## config.mk

```make
export PLATFORM = sky130hd
export DESIGN_NAME = mseq_frame_ctrl_flat
export DESIGN_NICKNAME = d
export VERILOG_FILES = /design/src/rtl/conv_pkg.sv /design/src/rtl/mseq_frame_ctrl_if.sv /design/src/rtl/mseq_lfsr.sv /design/src/rtl/mseq_frame_ctrl.sv /design/src/flat_wrapper.sv
export SDC_FILE = /design/constraint.sdc
export NUM_CORES = 1
export LEC_CHECK = 0
export BUFFER_PORTS_ARGS = -buffer_cell sky130_fd_sc_hd__clkbuf_2
export CORE_AREA = 2 2 99 72
export CTS_CLUSTER_DIAMETER = 100
export DETAILED_ROUTE_END_ITERATION = 8
export DIE_AREA = 0 0 101 74
export PLACE_DENSITY_LB_ADDON = 0.25
export SLEW_MARGIN = 30
export SYNTH_ARGS = -nofsm -noshare
export SYNTH_HDL_FRONTEND = slang
export SYNTH_SLANG_ARGS = --single-unit
```

## constraint.sdc

```tcl
create_clock -name clk_sig -period 3.7 [get_ports clk_sig]
set_input_delay 0.74 -clock clk_sig [delete_from_list [all_inputs] [get_ports clk_sig]]
set_output_delay 0.74 -clock clk_sig [all_outputs]
set_load 0.02 [all_outputs]
```

## src/rtl/conv_pkg.sv

```systemverilog
// Shared types and constants for the M-sequence frame controller.
//   state_t    : controller states
//   out_word_t : registered output-stream word (valid, data, frame markers)
//   tap_mask() : Fibonacci feedback tap mask for LFSR orders 2..16
package conv_pkg;

  typedef enum logic [1:0] {
    ST_IDLE    = 2'd0,
    ST_PAYLOAD = 2'd1,
    ST_TAIL    = 2'd2
  } state_t;

  typedef struct packed {
    logic valid;
    logic data;
    logic sof;
    logic eof;
    logic tail;
  } out_word_t;

  // Bit i set means stage i feeds the XOR; masks come from primitive polynomials.
  function automatic logic [15:0] tap_mask(input int unsigned m);
    logic [15:0] mask;
    case (m)
      2:       mask = 16'h0003;
      3:       mask = 16'h0006;
      4:       mask = 16'h000C;
      5:       mask = 16'h0014;
      6:       mask = 16'h0030;
      7:       mask = 16'h0060;
      8:       mask = 16'h00B8;
      9:       mask = 16'h0110;
      10:      mask = 16'h0240;
      11:      mask = 16'h0500;
      12:      mask = 16'h0E08;
      13:      mask = 16'h1C80;
      14:      mask = 16'h3802;
      15:      mask = 16'h6000;
      16:      mask = 16'hD008;
      default: mask = 16'h0000;
    endcase
    return mask;
  endfunction

endpackage

```

## src/rtl/mseq_frame_ctrl_if.sv

```systemverilog
// Output bit-stream bus of the frame controller.
//   out_valid/out_ready : handshake
//   out_bit             : data bit
//   out_sof/out_eof     : first / last bit of a frame
//   out_tail            : current bit is a zero flush bit
interface mseq_frame_ctrl_if;
  logic out_valid;
  logic out_bit;
  logic out_sof;
  logic out_eof;
  logic out_tail;
  logic out_ready;

  modport master (
    output out_valid, out_bit, out_sof, out_eof, out_tail,
    input  out_ready
  );

  modport slave (
    input  out_valid, out_bit, out_sof, out_eof, out_tail,
    output out_ready
  );
endinterface

```

## src/rtl/mseq_lfsr.sv

```systemverilog
// Fibonacci shift-left LFSR of order M with load-to-all-ones.
//   clk_sig, rst_sig : clock, async active-low reset (resets to all-ones)
//   en               : advance one step
//   load             : reseed to all-ones, overrides en
//   q                : current state, q[M-1] is the output bit
module mseq_lfsr
  import conv_pkg::*;
#(
  parameter int unsigned M = 4
) (
  input  logic         clk_sig,
  input  logic         rst_sig,
  input  logic         en,
  input  logic         load,
  output logic [M-1:0] q
);

  localparam logic [15:0]  TAP_ALL = tap_mask(M);
  localparam logic [M-1:0] TAPS    = TAP_ALL[M-1:0];

  logic [M-1:0] r_q;
  logic         w_fb;

  assign w_fb = ^(r_q & TAPS);
  assign q    = r_q;

  // State register: reseed wins over advance.
  always_ff @(posedge clk_sig or negedge rst_sig) begin
    if (!rst_sig) begin
      r_q <= '1;
    end else if (load) begin
      r_q <= '1;
    end else if (en) begin
      r_q <= {r_q[M-2:0], w_fb};
    end
  end

endmodule

```

## src/rtl/mseq_frame_ctrl.sv

```systemverilog
// Frame-sequencing controller for the M-sequence test source.
// Emits frames of FRAME_LEN LFSR bits followed by TAIL_LEN zero flush bits
// over a valid/ready bus; the LFSR only advances on accepted payload bits.
//   clk_sig, rst_sig : clock, async active-low reset
//   start_sig        : start a run (ignored while busy)
//   abort_sig        : stop immediately, keep frame_cnt, no done pulse
//   frame_num        : frames per run, 0 = continuous (sampled on start)
//   busy_sig         : run in progress
//   done_sig         : one-cycle pulse when a finite run completes
//   frame_cnt        : frames completed in the current run
//   bus              : output stream (master side)
module mseq_frame_ctrl
  import conv_pkg::*;
#(
  parameter int unsigned M         = 4,
  parameter int unsigned FRAME_LEN = 32,
  parameter int unsigned TAIL_LEN  = 2,
  parameter int unsigned CNT_W     = 16
) (
  input  logic             clk_sig,
  input  logic             rst_sig,
  input  logic             start_sig,
  input  logic             abort_sig,
  input  logic [CNT_W-1:0] frame_num,
  output logic             busy_sig,
  output logic             done_sig,
  output logic [CNT_W-1:0] frame_cnt,
  mseq_frame_ctrl_if.master bus
);

  localparam int unsigned LEN_MAX   = (FRAME_LEN > TAIL_LEN) ? FRAME_LEN : TAIL_LEN;
  localparam int unsigned BCNT_SPAN = (LEN_MAX > 2) ? LEN_MAX : 2;
  localparam int unsigned BCNT_W    = $clog2(BCNT_SPAN);
  localparam logic [BCNT_W-1:0] PAY_LAST  = BCNT_W'(FRAME_LEN - 1);
  localparam logic [BCNT_W-1:0] TAIL_LAST = BCNT_W'((TAIL_LEN > 0) ? TAIL_LEN - 1 : 0);

  state_t            r_state;
  state_t            w_state_nxt;
  logic [BCNT_W-1:0] r_bit_cnt;
  logic [BCNT_W-1:0] w_bit_cnt_nxt;
  logic [CNT_W-1:0]  r_frame_cnt;
  logic [CNT_W-1:0]  w_frame_cnt_nxt;
  logic [CNT_W-1:0]  w_frame_cnt_inc;
  logic [CNT_W-1:0]  r_frame_num;
  logic [CNT_W-1:0]  w_frame_num_nxt;
  logic              r_done;
  logic              w_done_nxt;
  out_word_t         r_out;
  out_word_t         w_out_nxt;

  logic              w_xfer;
  logic              w_frame_end;
  logic              w_lfsr_en;
  logic              w_lfsr_load;
  logic [M-1:0]      w_lfsr_q;
  logic              w_lfsr_msb_nxt;
  logic              w_unused_lfsr;

  mseq_lfsr #(.M(M)) u_lfsr (
    .clk_sig (clk_sig),
    .rst_sig (rst_sig),
    .en      (w_lfsr_en),
    .load    (w_lfsr_load),
    .q       (w_lfsr_q)
  );

  // Lower LFSR stages only feed the LFSR itself.
  assign w_unused_lfsr   = ^w_lfsr_q;

  assign w_xfer          = r_out.valid & bus.out_ready;
  assign w_frame_cnt_inc = r_frame_cnt + CNT_W'(1);

  // MSB the LFSR will present after this edge, so out_bit can be a flop.
  assign w_lfsr_msb_nxt  = w_lfsr_load ? 1'b1 :
                           (w_lfsr_en ? w_lfsr_q[M-2] : w_lfsr_q[M-1]);

  // Next-state, counters and LFSR control.
  always_comb begin
    w_state_nxt     = r_state;
    w_bit_cnt_nxt   = r_bit_cnt;
    w_frame_cnt_nxt = r_frame_cnt;
    w_frame_num_nxt = r_frame_num;
    w_done_nxt      = 1'b0;
    w_lfsr_en       = 1'b0;
    w_lfsr_load     = 1'b0;
    w_frame_end     = 1'b0;

    if (abort_sig) begin
      if (r_state != ST_IDLE) begin
        w_state_nxt   = ST_IDLE;
        w_bit_cnt_nxt = '0;
      end
    end else begin
      case (r_state)
        ST_IDLE: begin
          if (start_sig) begin
            w_state_nxt     = ST_PAYLOAD;
            w_bit_cnt_nxt   = '0;
            w_frame_cnt_nxt = '0;
            w_frame_num_nxt = frame_num;
            w_lfsr_load     = 1'b1;
          end
        end
        ST_PAYLOAD: begin
          if (w_xfer) begin
            w_lfsr_en = 1'b1;
            if (r_bit_cnt == PAY_LAST) begin
              w_bit_cnt_nxt = '0;
              if (TAIL_LEN != 0) begin
                w_state_nxt = ST_TAIL;
              end else begin
                w_frame_end = 1'b1;
              end
            end else begin
              w_bit_cnt_nxt = r_bit_cnt + BCNT_W'(1);
            end
          end
        end
        ST_TAIL: begin
          if (w_xfer) begin
            if (r_bit_cnt == TAIL_LAST) begin
              w_bit_cnt_nxt = '0;
              w_frame_end   = 1'b1;
            end else begin
              w_bit_cnt_nxt = r_bit_cnt + BCNT_W'(1);
            end
          end
        end
        default: begin
          w_state_nxt   = ST_IDLE;
          w_bit_cnt_nxt = '0;
        end
      endcase

      // Frame boundary: continue without a bubble unless the run is complete.
      if (w_frame_end) begin
        w_frame_cnt_nxt = w_frame_cnt_inc;
        if ((r_frame_num == '0) || (w_frame_cnt_inc != r_frame_num)) begin
          w_state_nxt = ST_PAYLOAD;
        end else begin
          w_state_nxt = ST_IDLE;
          w_done_nxt  = 1'b1;
        end
      end
    end
  end

  // Output word derived from the next state; it holds while stalled since nothing changes.
  always_comb begin
    w_out_nxt       = '0;
    w_out_nxt.valid = (w_state_nxt != ST_IDLE);
    w_out_nxt.tail  = (w_state_nxt == ST_TAIL);
    w_out_nxt.sof   = (w_state_nxt == ST_PAYLOAD) && (w_bit_cnt_nxt == '0);
    w_out_nxt.eof   = ((w_state_nxt == ST_TAIL) && (w_bit_cnt_nxt == TAIL_LAST)) ||
                      ((TAIL_LEN == 0) && (w_state_nxt == ST_PAYLOAD) &&
                       (w_bit_cnt_nxt == PAY_LAST));
    w_out_nxt.data  = (w_state_nxt == ST_PAYLOAD) && w_lfsr_msb_nxt;
  end

  // State and output registers.
  always_ff @(posedge clk_sig or negedge rst_sig) begin
    if (!rst_sig) begin
      r_state     <= ST_IDLE;
      r_bit_cnt   <= '0;
      r_frame_cnt <= '0;
      r_frame_num <= '0;
      r_done      <= 1'b0;
      r_out       <= '0;
    end else begin
      r_state     <= w_state_nxt;
      r_bit_cnt   <= w_bit_cnt_nxt;
      r_frame_cnt <= w_frame_cnt_nxt;
      r_frame_num <= w_frame_num_nxt;
      r_done      <= w_done_nxt;
      r_out       <= w_out_nxt;
    end
  end

  assign bus.out_valid = r_out.valid;
  assign bus.out_bit   = r_out.data;
  assign bus.out_sof   = r_out.sof;
  assign bus.out_eof   = r_out.eof;
  assign bus.out_tail  = r_out.tail;
  assign busy_sig      = r_out.valid;
  assign done_sig      = r_done;
  assign frame_cnt     = r_frame_cnt;

endmodule

```

## src/flat_wrapper.sv

```systemverilog
// flat-port wrapper written by rule: the top's interface ports become plain ports
module mseq_frame_ctrl_flat import conv_pkg::*;
#(
  parameter int unsigned M         = 4,
  parameter int unsigned FRAME_LEN = 32,
  parameter int unsigned TAIL_LEN  = 2,
  parameter int unsigned CNT_W     = 16
)
  (clk_sig, rst_sig, start_sig, abort_sig, frame_num, busy_sig, done_sig, frame_cnt, bus_out_valid, bus_out_bit, bus_out_sof, bus_out_eof, bus_out_tail, bus_out_ready);
  mseq_frame_ctrl_if bus_i ();
  input  logic clk_sig;
  input  logic rst_sig;
  input  logic start_sig;
  input  logic abort_sig;
  input  logic [CNT_W-1:0] frame_num;
  output logic busy_sig;
  output logic done_sig;
  output logic [CNT_W-1:0] frame_cnt;
  output wire logic [$bits(bus_i.out_valid)-1:0] bus_out_valid;
  output wire logic [$bits(bus_i.out_bit)-1:0] bus_out_bit;
  output wire logic [$bits(bus_i.out_sof)-1:0] bus_out_sof;
  output wire logic [$bits(bus_i.out_eof)-1:0] bus_out_eof;
  output wire logic [$bits(bus_i.out_tail)-1:0] bus_out_tail;
  input wire logic [$bits(bus_i.out_ready)-1:0] bus_out_ready;
  assign bus_out_valid = bus_i.out_valid;
  assign bus_out_bit = bus_i.out_bit;
  assign bus_out_sof = bus_i.out_sof;
  assign bus_out_eof = bus_i.out_eof;
  assign bus_out_tail = bus_i.out_tail;
  assign bus_i.out_ready = bus_out_ready;
  mseq_frame_ctrl #(.M(M), .FRAME_LEN(FRAME_LEN), .TAIL_LEN(TAIL_LEN), .CNT_W(CNT_W)) u_core (.clk_sig(clk_sig), .rst_sig(rst_sig), .start_sig(start_sig), .abort_sig(abort_sig), .frame_num(frame_num), .busy_sig(busy_sig), .done_sig(done_sig), .frame_cnt(frame_cnt), .bus(bus_i));
endmodule
```

Yosys cells after proc, flatten, opt, wreduce, memory -nomap -nowiden
Cells that the tools add are included.
W data, S select, Z words.
{"block": "classes", "addsub": 2, "n_eq_ne": 8, "muxes": 36, "n_bitwise": 2, "reduce_logical": 15}
{"op": "$mux W16", "count": 3}
{"op": "$mux W5", "count": 7}
{"op": "$add A16 B1 Y16 const B", "count": 1}
{"op": "$logic_not A16 Y1", "count": 1}
{"op": "$mux W1", "count": 16}
{"op": "$ne A16 B16 Y1", "count": 1}
{"op": "$pmux W5 S3", "count": 1}
{"op": "$mux W2", "count": 6}
{"op": "$eq A5 B1 Y1 const B", "count": 2}
{"op": "$reduce_bool A2 Y1", "count": 5}
{"op": "$mux W4", "count": 2}
{"op": "$pmux W2 S3", "count": 1}
{"op": "$reduce_and A3 Y1", "count": 2}
{"op": "$add A5 B1 Y5 const B", "count": 1}
{"op": "$eq A5 B5 Y1 const B", "count": 1}
{"op": "$logic_not A5 Y1", "count": 1}
{"op": "$eq A2 B1 Y1 const B", "count": 2}
{"op": "$eq A2 B2 Y1 const B", "count": 2}
{"op": "$reduce_xor A4 Y1", "count": 1}
{"op": "$logic_and A1 B1 Y1", "count": 3}
{"op": "$logic_not A2 Y1", "count": 1}
{"op": "$and A1 B1 Y1", "count": 1}
{"op": "$logic_or A1 B1 Y1", "count": 1}
{"op": "$not A1 Y1", "count": 1}
{"block": "word_totals", "regBits": 49, "input_bits": 21, "output_inout_bits": 23, "wordCells": 74}

Logic depth before layout (Yosys ltp)
Gate-level depths: netlist of the first run.
{"block": "depth", "ltp_word": 9, "ltp_mapped": 9, "ltp_nobuf": 9}

Cells and area by module
From an unflattened synthesis of the first run, not the netlist that was laid out.
{"block": "unflattened", "cells_unflattened": 306, "hier_area_um2": 2941.6}
{"module": "mseq_frame_ctrl", "n_inst": 1, "cells_per_inst": 291, "area_per_inst_um2": 2766.4, "seq_area_each_um2": 1126.1}
{"module": "mseq_lfsr", "n_inst": 1, "cells_per_inst": 15, "area_per_inst_um2": 175.2, "seq_area_each_um2": 105.1}

Worst setup path before layout of the first run
OpenSTA, ideal clock, no wires.
{"block": "synth_timing", "path_type": "input-to-reg", "startpoint": "input port bus_out_ready", "endpoint": "register u_core.r_out, in the netlist u_core.bus.out_sof", "setup_time_ns": 0.132, "arrival_time_ns": 2.329, "required_ns": 3.568, "slack_ns": 1.239, "stages": 8, "path_buffers": 1, "cell_sequence": "and2_1 -> clkbuf_1 -> nand2_1 -> or3_4 -> a2111oi_4 -> o211ai_2 -> o21ai_4 -> nor4_2"}
{"element": "from (decl)", "line": "flat_wrapper.sv:24", "rtl": "input wire logic [$bits(bus_i.out_ready)-1:0] bus_out_ready;"}
{"element": "to (signal assigned)", "line": "mseq_frame_ctrl.sv:175", "rtl": "r_out <= w_out_nxt;"}
{"element": "to (decl)", "line": "mseq_frame_ctrl.sv:48", "rtl": "out_word_t r_out;"}

==> metrics.md, run 1 <==
| Metric | Value |
|---|---|
| FF-to-FF Start | `u_core.frame_cnt[6]` |
| Max cap viols | `0` |
| Slew @ Worst Pin | `822 ps` |
| Register-to-Register Path Depth | `7` |
| Initial Util | `43.3%` |
| Fin crit share | `71.7%` |
| Final worst setup slack | `1050 ps` |
| Worst Setup End Kind | `register` |
| Final core occ | `48.8%` |
| # rows | `25` |
| Met3 usage | `3.95%` |
| Num CTS Buffers | `5` |
| Status | `finished clean` |
| Initial DRC count | `271` |
| Synthesized area per cell | `8.60 um2` |
| Num Clock Sinks | `49` |
| Port buffer count | `43` |
| Worst slack, placed | `1040 ps` |
| Die height | `74 um` |
| Final hold violations | `0` |
| Startpoint Class | `register` |
| Crit path launch | `u_core.frame_cnt[6]` |
| Distinct cells, synth | `48` |
| Wirelength, routed | `7220 um` |
| Core area | `6570 um2` |
| CP cell instances | `nand4_2, nor3_1, nand4_1, xnor2_1, or4b_4, o21ai_4, a21oi_1` |
| CTS max path bufs | `2` |
| Post-Syn Instances | `331` |
| Mapped Nets | `356` |
| Flops & latches, synth | `49` |
| Power per Cell Area | `354 nW/um2` |
| DR vias | `2,490` |
| Die X | `101 um` |
| Layout Nets | `392` |
| Critical Path RT | `3850 ps` |
| Cell Area, Placed | `3120 um2` |
| Area overhead of the layout relative to synthesis | `12.6%` |
| Min cycle time layout | `2650 ps` |
| RSZ-0062 raised after global routing | `false` |
| Min-delay worst type | `reg2reg` |
| Leading register cell type out of synthesis | `dfrtp_1` |
| Clock transition at path regs | `90 ps` |
| Post-cts hold buffer count | `0` |
| Layout cells sized above 1 | `19.3%` |
| Setup_tns | `0 ps` |
| Gpl congestion | `0.932` |
| Ys async rst share | `100%` |
| Setup bufs post-CTS | `0` |
| First-pass detailed-route iteration total | `5` |
| Skew final | `3.39 ps` |
| Vias in the first global route | `2,321` |
| Final Cell Area | `3200 um2` |
| Final antenna-violating net count | `0` |
| H-tree depth | `2` |
| Synth top area share | `39.6%` |
| Top post-synthesis cells by area | `dfrtp_1, nand2_1, o21ai_0` |
| TritonCTS clock tree | `yes` |
| First-pass GRT wire length | `11,900 um` |
| Initial antenna violation count | `0` |
| N_diodes | `0` |
| Slew Limit Fails | `0` |
| WS Path Type | `reg2reg` |
| Die ar. | `7470 um2` |
| Synthesized area | `2850 um2` |
| Fmax achieved | `0.377 GHz` |
| Sequential share of the synthesized area | `43.3%` |
| Yosys Warn Count | `0` |
| Total chip power | `1.13 mW` |
| Largest net degree at the start of global routing | `38` |
| R2R Setup Slk | `1050 ps` |
| Min-delay src | `u_core.u_lfsr.q[1]` |
| Worst stage delay on the critical path | `580 ps` |
| Routed vias/inst | `5.55` |
| Wire per inst | `16.1 um` |
| Gr busiest metal | `met1` |
| R2R Path End | `u_core.bus.out_bit` |
| Worst-skew pair later-pin latency | `290 ps` |
| Post-synth EDFFs | `0` |
| Final cell count without fillers | `449` |
| GRT Util Overall | `20.5%` |
| Rel. slew slack | `45.2%` |
| CTS Root Cell | `clkbuf_8` |
| Placed Cells | `441` |
| GRT met2 Usage | `28.0%` |
| I/O pin count | `44` |
| Grt met1 use | `33.2%` |
| # setup viols final | `0` |
| Cell at the slowest stage of the critical path | `dfrtp_1` |
| Crit path DAT | `2800 ps` |
| Cts repair resizes | `0` |
| Crit path max fanout | `11` |
| DP HPWL | `5370 um` |
| Post-route DRC | `0` |
| Synth area leader | `dfrtp_1` |
| P_leak | `1.46 nW` |
| WHS | `506 ps` |
| Crit path capture | `u_core.bus.out_bit` |
| Total congestion overflow | `0` |
| VDD IR max | `188 uV` |
state kept, by name (all words and copies together), names as in the netlist, 2 cells and up:
register and cells:
u_core.frame_cnt 16, u_core.r_frame_num 16, u_core.r_bit_cnt 5, u_core.u_lfsr.q 4, u_core.r_state 2
worst max-delay path: cells and delay by family (launching register included):
| kind | cells | cell delay [ps] |
|---|---|---|
| and+or+nand+nor | 4 | 1460 |
| AOI/OAI and AO/OA | 2 | 280 |
| xor gates and xnor gates | 1 | 190 |
| DFF | 1 | 580 |
where the power goes:
group | leakage (nW) | total, mW | switching [mW] | internal [mW]
sequential | 0.641 | 0.636 | 0.0542 | 0.582
clock | 0.0422 | 0.303 | 0.170 | 0.133
combinational | 0.773 | 0.195 | 0.111 | 0.0839
total | 1.46 | 1.13 | 0.335 | 0.799
layout make-up:
| type | count | area (um2) |
|---|---|---|
| Tap cell | 81 | 101 |
| Inverter | 9 | 33.8 |
| Fill cell | 644 | 3370 |
| Clock buffer | 7 | 76.3 |
| Timing Repair Buffer | 47 | 245 |
| Multi-Input combinational cell | 255 | 1510 |
| Clock inverter | 1 | 5.00 |
| Sequential cell | 49 | 1230 |
layout by cell type (no fill, tap or decap), drive strengths merged, types with 2 or more instances in the layout:
cell type,n
o22ai,5
xor2,10
nor2b,3
nor3,6
nand2,81
o31ai,3
dfrtp,45
o211ai,2
nand3,14
nor4,8
dfstp,4
a21oi,6
clkbuf,49
a2111oi,2
a32o,2
buf,5
nor2,22
nand4,6
or3,4
a31oi,2
and2,4
mux2i,3
xnor2,16
inv,9
o21ai,33
nand2b,7
and4,2
ha,4
synthesized netlist by cell type, types with 7 or more instances:
cell type,number
inv_1,9
clkbuf_1,14
nor2_1,22
dfrtp_1,45
nand2_1,81
xor2_1,9
o21ai_0,31
nand2b_1,7
nand3_1,13
xnor2_1,16
logic make-up after synthesis:
logic type | count (synthesis) | share of synthesized area, %
adder cells (fa/ha/maj) | 4 | 1.76
AO/OA/AOI/OAI | 61 | 14.3
AND/OR/NAND/NOR | 161 | 27.5
buffers and inverters | 27 | 3.83
XOR/XNOR | 26 | 8.27
multiplexers | 3 | 1.06
flip-flops | 49 | 43.3
worst min path at each step:
stage | endpoint | slack, ps | cells past startpoint
final | u_core.u_lfsr.q[1] | 510 | 2
after CTS | u_core.u_lfsr.q[0] | 520 | 2
after floorplan | u_core.bus.out_bit | 440 | 0
after global routing | u_core.u_lfsr.q[0] | 530 | 2
after global placement | u_core.u_lfsr.q[1] | 480 | 2
after detailed placement | u_core.u_lfsr.q[1] | 500 | 2
routing by layer:
layer / vias to the layer above / share of wire, %
li1: 1213 / -
met1: 1172 / 54
met2: 99 / 39
met3: 6 / 6.7
met4: 0 / 0.80
met5: - / 0
(Power assumes the default switching activity.)
==> inputs of run 2 (changes only) <==
Clock period 3.7 ns to 2.35 ns, I/O delays scaled along.
==> metrics.md, run 2 (synthesized netlist as in run 1, its figures left out) <==
| Metric | Value |
|---|---|
| Status | `finished clean (unchanged)` |
| Layout Nets | `428 (was 392)` |
| Gpl congestion | `0.942 (was 0.932)` |
| Final core occ | `55.6% (was 48.8%)` |
| # rows | `25 (unchanged)` |
| Sw frac | `27.0% (was 29.6%)` |
| Slew Limit Fails | `0 (unchanged)` |
| P_int | `1.49 mW (was 0.799 mW)` |
| Clock transition at path regs | `100 ps (was 90 ps)` |
| CTS max path bufs | `2 (unchanged)` |
| Startpoint Class | `register (unchanged)` |
| Power share of the combinational group | `16.2% (was 17.2%)` |
| Multi-input gate area | `1620 um2 (was 1510 um2)` |
| First-pass GRT wire length | `12,300 um (was 11,900 um)` |
| # setup viols final | `0 (unchanged)` |
| Crit path max fanout | `3 (was 11)` |
| I/O pin count | `44 (unchanged)` |
| Clock network fraction of design power | `34.8% (was 26.7%)` |
| P_leak | `1.71 nW (was 1.46 nW)` |
| Slew @ Worst Pin | `441 ps (was 822 ps)` |
| Power per Cell Area | `559 nW/um2 (was 354 nW/um2)` |
| Crit path DAT | `2440 ps (was 2800 ps)` |
| Vias in the first global route | `2,363 (was 2,321)` |
| GRT Util Overall | `21.8% (was 20.5%)` |
| Fmax achieved | `0.445 GHz (was 0.377 GHz)` |
| Largest net degree at the start of global routing | `50 (was 38)` |
| Initial Util | `43.3% (unchanged)` |
| Num Clock Sinks | `49 (unchanged)` |
| Port buffer count | `43 (unchanged)` |
| VDD IR max | `365 uV (was 188 uV)` |
| Num CTS Buffers | `5 (unchanged)` |
| CTS Root Cell | `clkbuf_8 (unchanged)` |
| Total chip power | `2.04 mW (was 1.13 mW)` |
| Flop pwr share | `49.0% (was 56.1%)` |
| Commonest cells after routing, fill and taps aside | `nand2_1, clkbuf_2, dfrtp_1 (was nand2_1, dfrtp_1, clkbuf_2)` |
| N_diodes | `0 (unchanged)` |
| Worst-skew pair later-pin latency | `310 ps (was 290 ps)` |
| Initial antenna violation count | `0 (unchanged)` |
| Min-delay worst type | `in2async (was reg2reg)` |
| Layout cells sized above 1 | `30.4% (was 19.3%)` |
| Commonest non-fill, non-tap cell in the layout | `nand2_1 (unchanged)` |
| First-pass detailed-route iteration total | `5 (unchanged)` |
| TritonCTS clock tree | `yes (unchanged)` |
| Die ar. | `7470 um2 (unchanged)` |
| WS Path Type | `reg2reg (unchanged)` |
| Storage cell area | `1230 um2 (about the same)` |
| Worst Setup End Kind | `register (unchanged)` |
| RSZ-0062 raised after global routing | `false (unchanged)` |
| Fin crit share | `95.6% (was 71.7%)` |
| Final antenna-violating net count | `0 (unchanged)` |
| DP HPWL | `5690 um (was 5370 um)` |
| Final hold violations | `0 (unchanged)` |
| H-tree depth | `2 (unchanged)` |
| Max cap viols | `0 (unchanged)` |
| Skew final | `10.2 ps (was 3.39 ps)` |
| Wire per inst | `15.9 um (was 16.1 um)` |
| Rel. slew slack | `70.3% (was 45.2%)` |
| DR vias | `2,623 (was 2,490)` |
| Wirelength, routed | `7720 um (was 7220 um)` |
| Die X | `101 um (unchanged)` |
| Initial DRC count | `261 (was 271)` |
| Min cycle time layout | `2250 ps (was 2650 ps)` |
| Area overhead of the layout relative to synthesis | `28.3% (was 12.6%)` |
| Routed vias/inst | `5.41 (was 5.55)` |
| Post-cts hold buffer count | `0 (unchanged)` |
| Core area | `6570 um2 (unchanged)` |
| Fillers | `620 (was 644)` |
| Total congestion overflow | `0 (unchanged)` |
| Die height | `74 um (unchanged)` |
| Post-route DRC | `0 (unchanged)` |
| Critical Path RT | `2540 ps (was 3850 ps)` |
| Sw power | `0.552 mW (was 0.335 mW)` |
-- run 2: final timing paths --
check / startpoint / end / slack, ps / cells after the start
max: u_core.r_bit_cnt[0] / u_core.bus.out_sof / 100 / 10
min: rst_sig / u_core.r_frame_num[13] / 150 / 2
max reg2reg: u_core.r_bit_cnt[0] / u_core.bus.out_sof / 100 / 10
min reg2reg: u_core.u_lfsr.q[1] / u_core.u_lfsr.q[1] / 500 / 2
max in group asynchronous: rst_sig / u_core.u_lfsr.q[3] / 1930 / 2
min in group clk_sig: frame_num[1] / u_core.r_frame_num[1] / 350 / 3
-- run 2: area by class of cell --
cell class	instances	area share, %
Sequential cell	49	33.8
Clock inverter	3	1.78
Inverter	9	0.925
Tap cell	81	2.78
Clock buffer	5	1.88
Timing Repair Buffer	83	14.5
Multi-Input combinational cell	255	44.4
-- run 2: stage by stage --
stage | setup WS, ps | hold slack [ps] | instances | instance area, um2 | TNS, ps
4_1_cts | 1.35 | 151 | 483 | 3600 | 0
2_1_floorplan | 3.47 | 174 | 331 | 2890 | 0
6_report | 103 | 146 | 485 | 3650 | 0
5_1_grt | 11.5 | 162 | 485 | 3650 | 0
3_3_place_gp | -50.3 | 480 | 473 | 3420 | -148
3_5_place_dp | -98.9 | 482 | 473 | 3420 | -339
-- run 2: power groups by stage --
| stage | Sequential, mW | Clock, mW | Combinational (mW) |
|---|---|---|---|
| 2_1_floorplan | 0.990 | 0 | 0.217 |
| 3_3_place_gp | 1.01 | 0 | 0.316 |
| 3_5_place_dp | 1.01 | 0 | 0.321 |
| 4_1_cts | 0.997 | 0.723 | 0.329 |
| 5_1_grt | 1.01 | 0.754 | 0.374 |
| 6_report | 1.00 | 0.711 | 0.332 |
-- run 2: what timing repair did --
item,CTS,global route
setup buffers,2,2
setup endpoints to repair,4,6
gates resized for setup,8,7
pin swaps,4,7
-- run 2: worst max-delay path, stage by stage (launching register included) --
cell and delay, ps:
dfrtp_1 420, ha_1 240, and3_1 190, ha_1 210, o21ai_1 160, a31oi_1 100, a2111o_1 360, o21a_1 130
o22ai_1 120, buf_4 150, nor4_2 40
-- run 2: routing by layer --
metal  GRT usage, %  vias up  wire, um
li1               -     1285         -
met1           37.2     1208      4030
met2           27.9      124      3060
met3           3.57        6       559
met4           4.95        0        70
met5              0        -         0
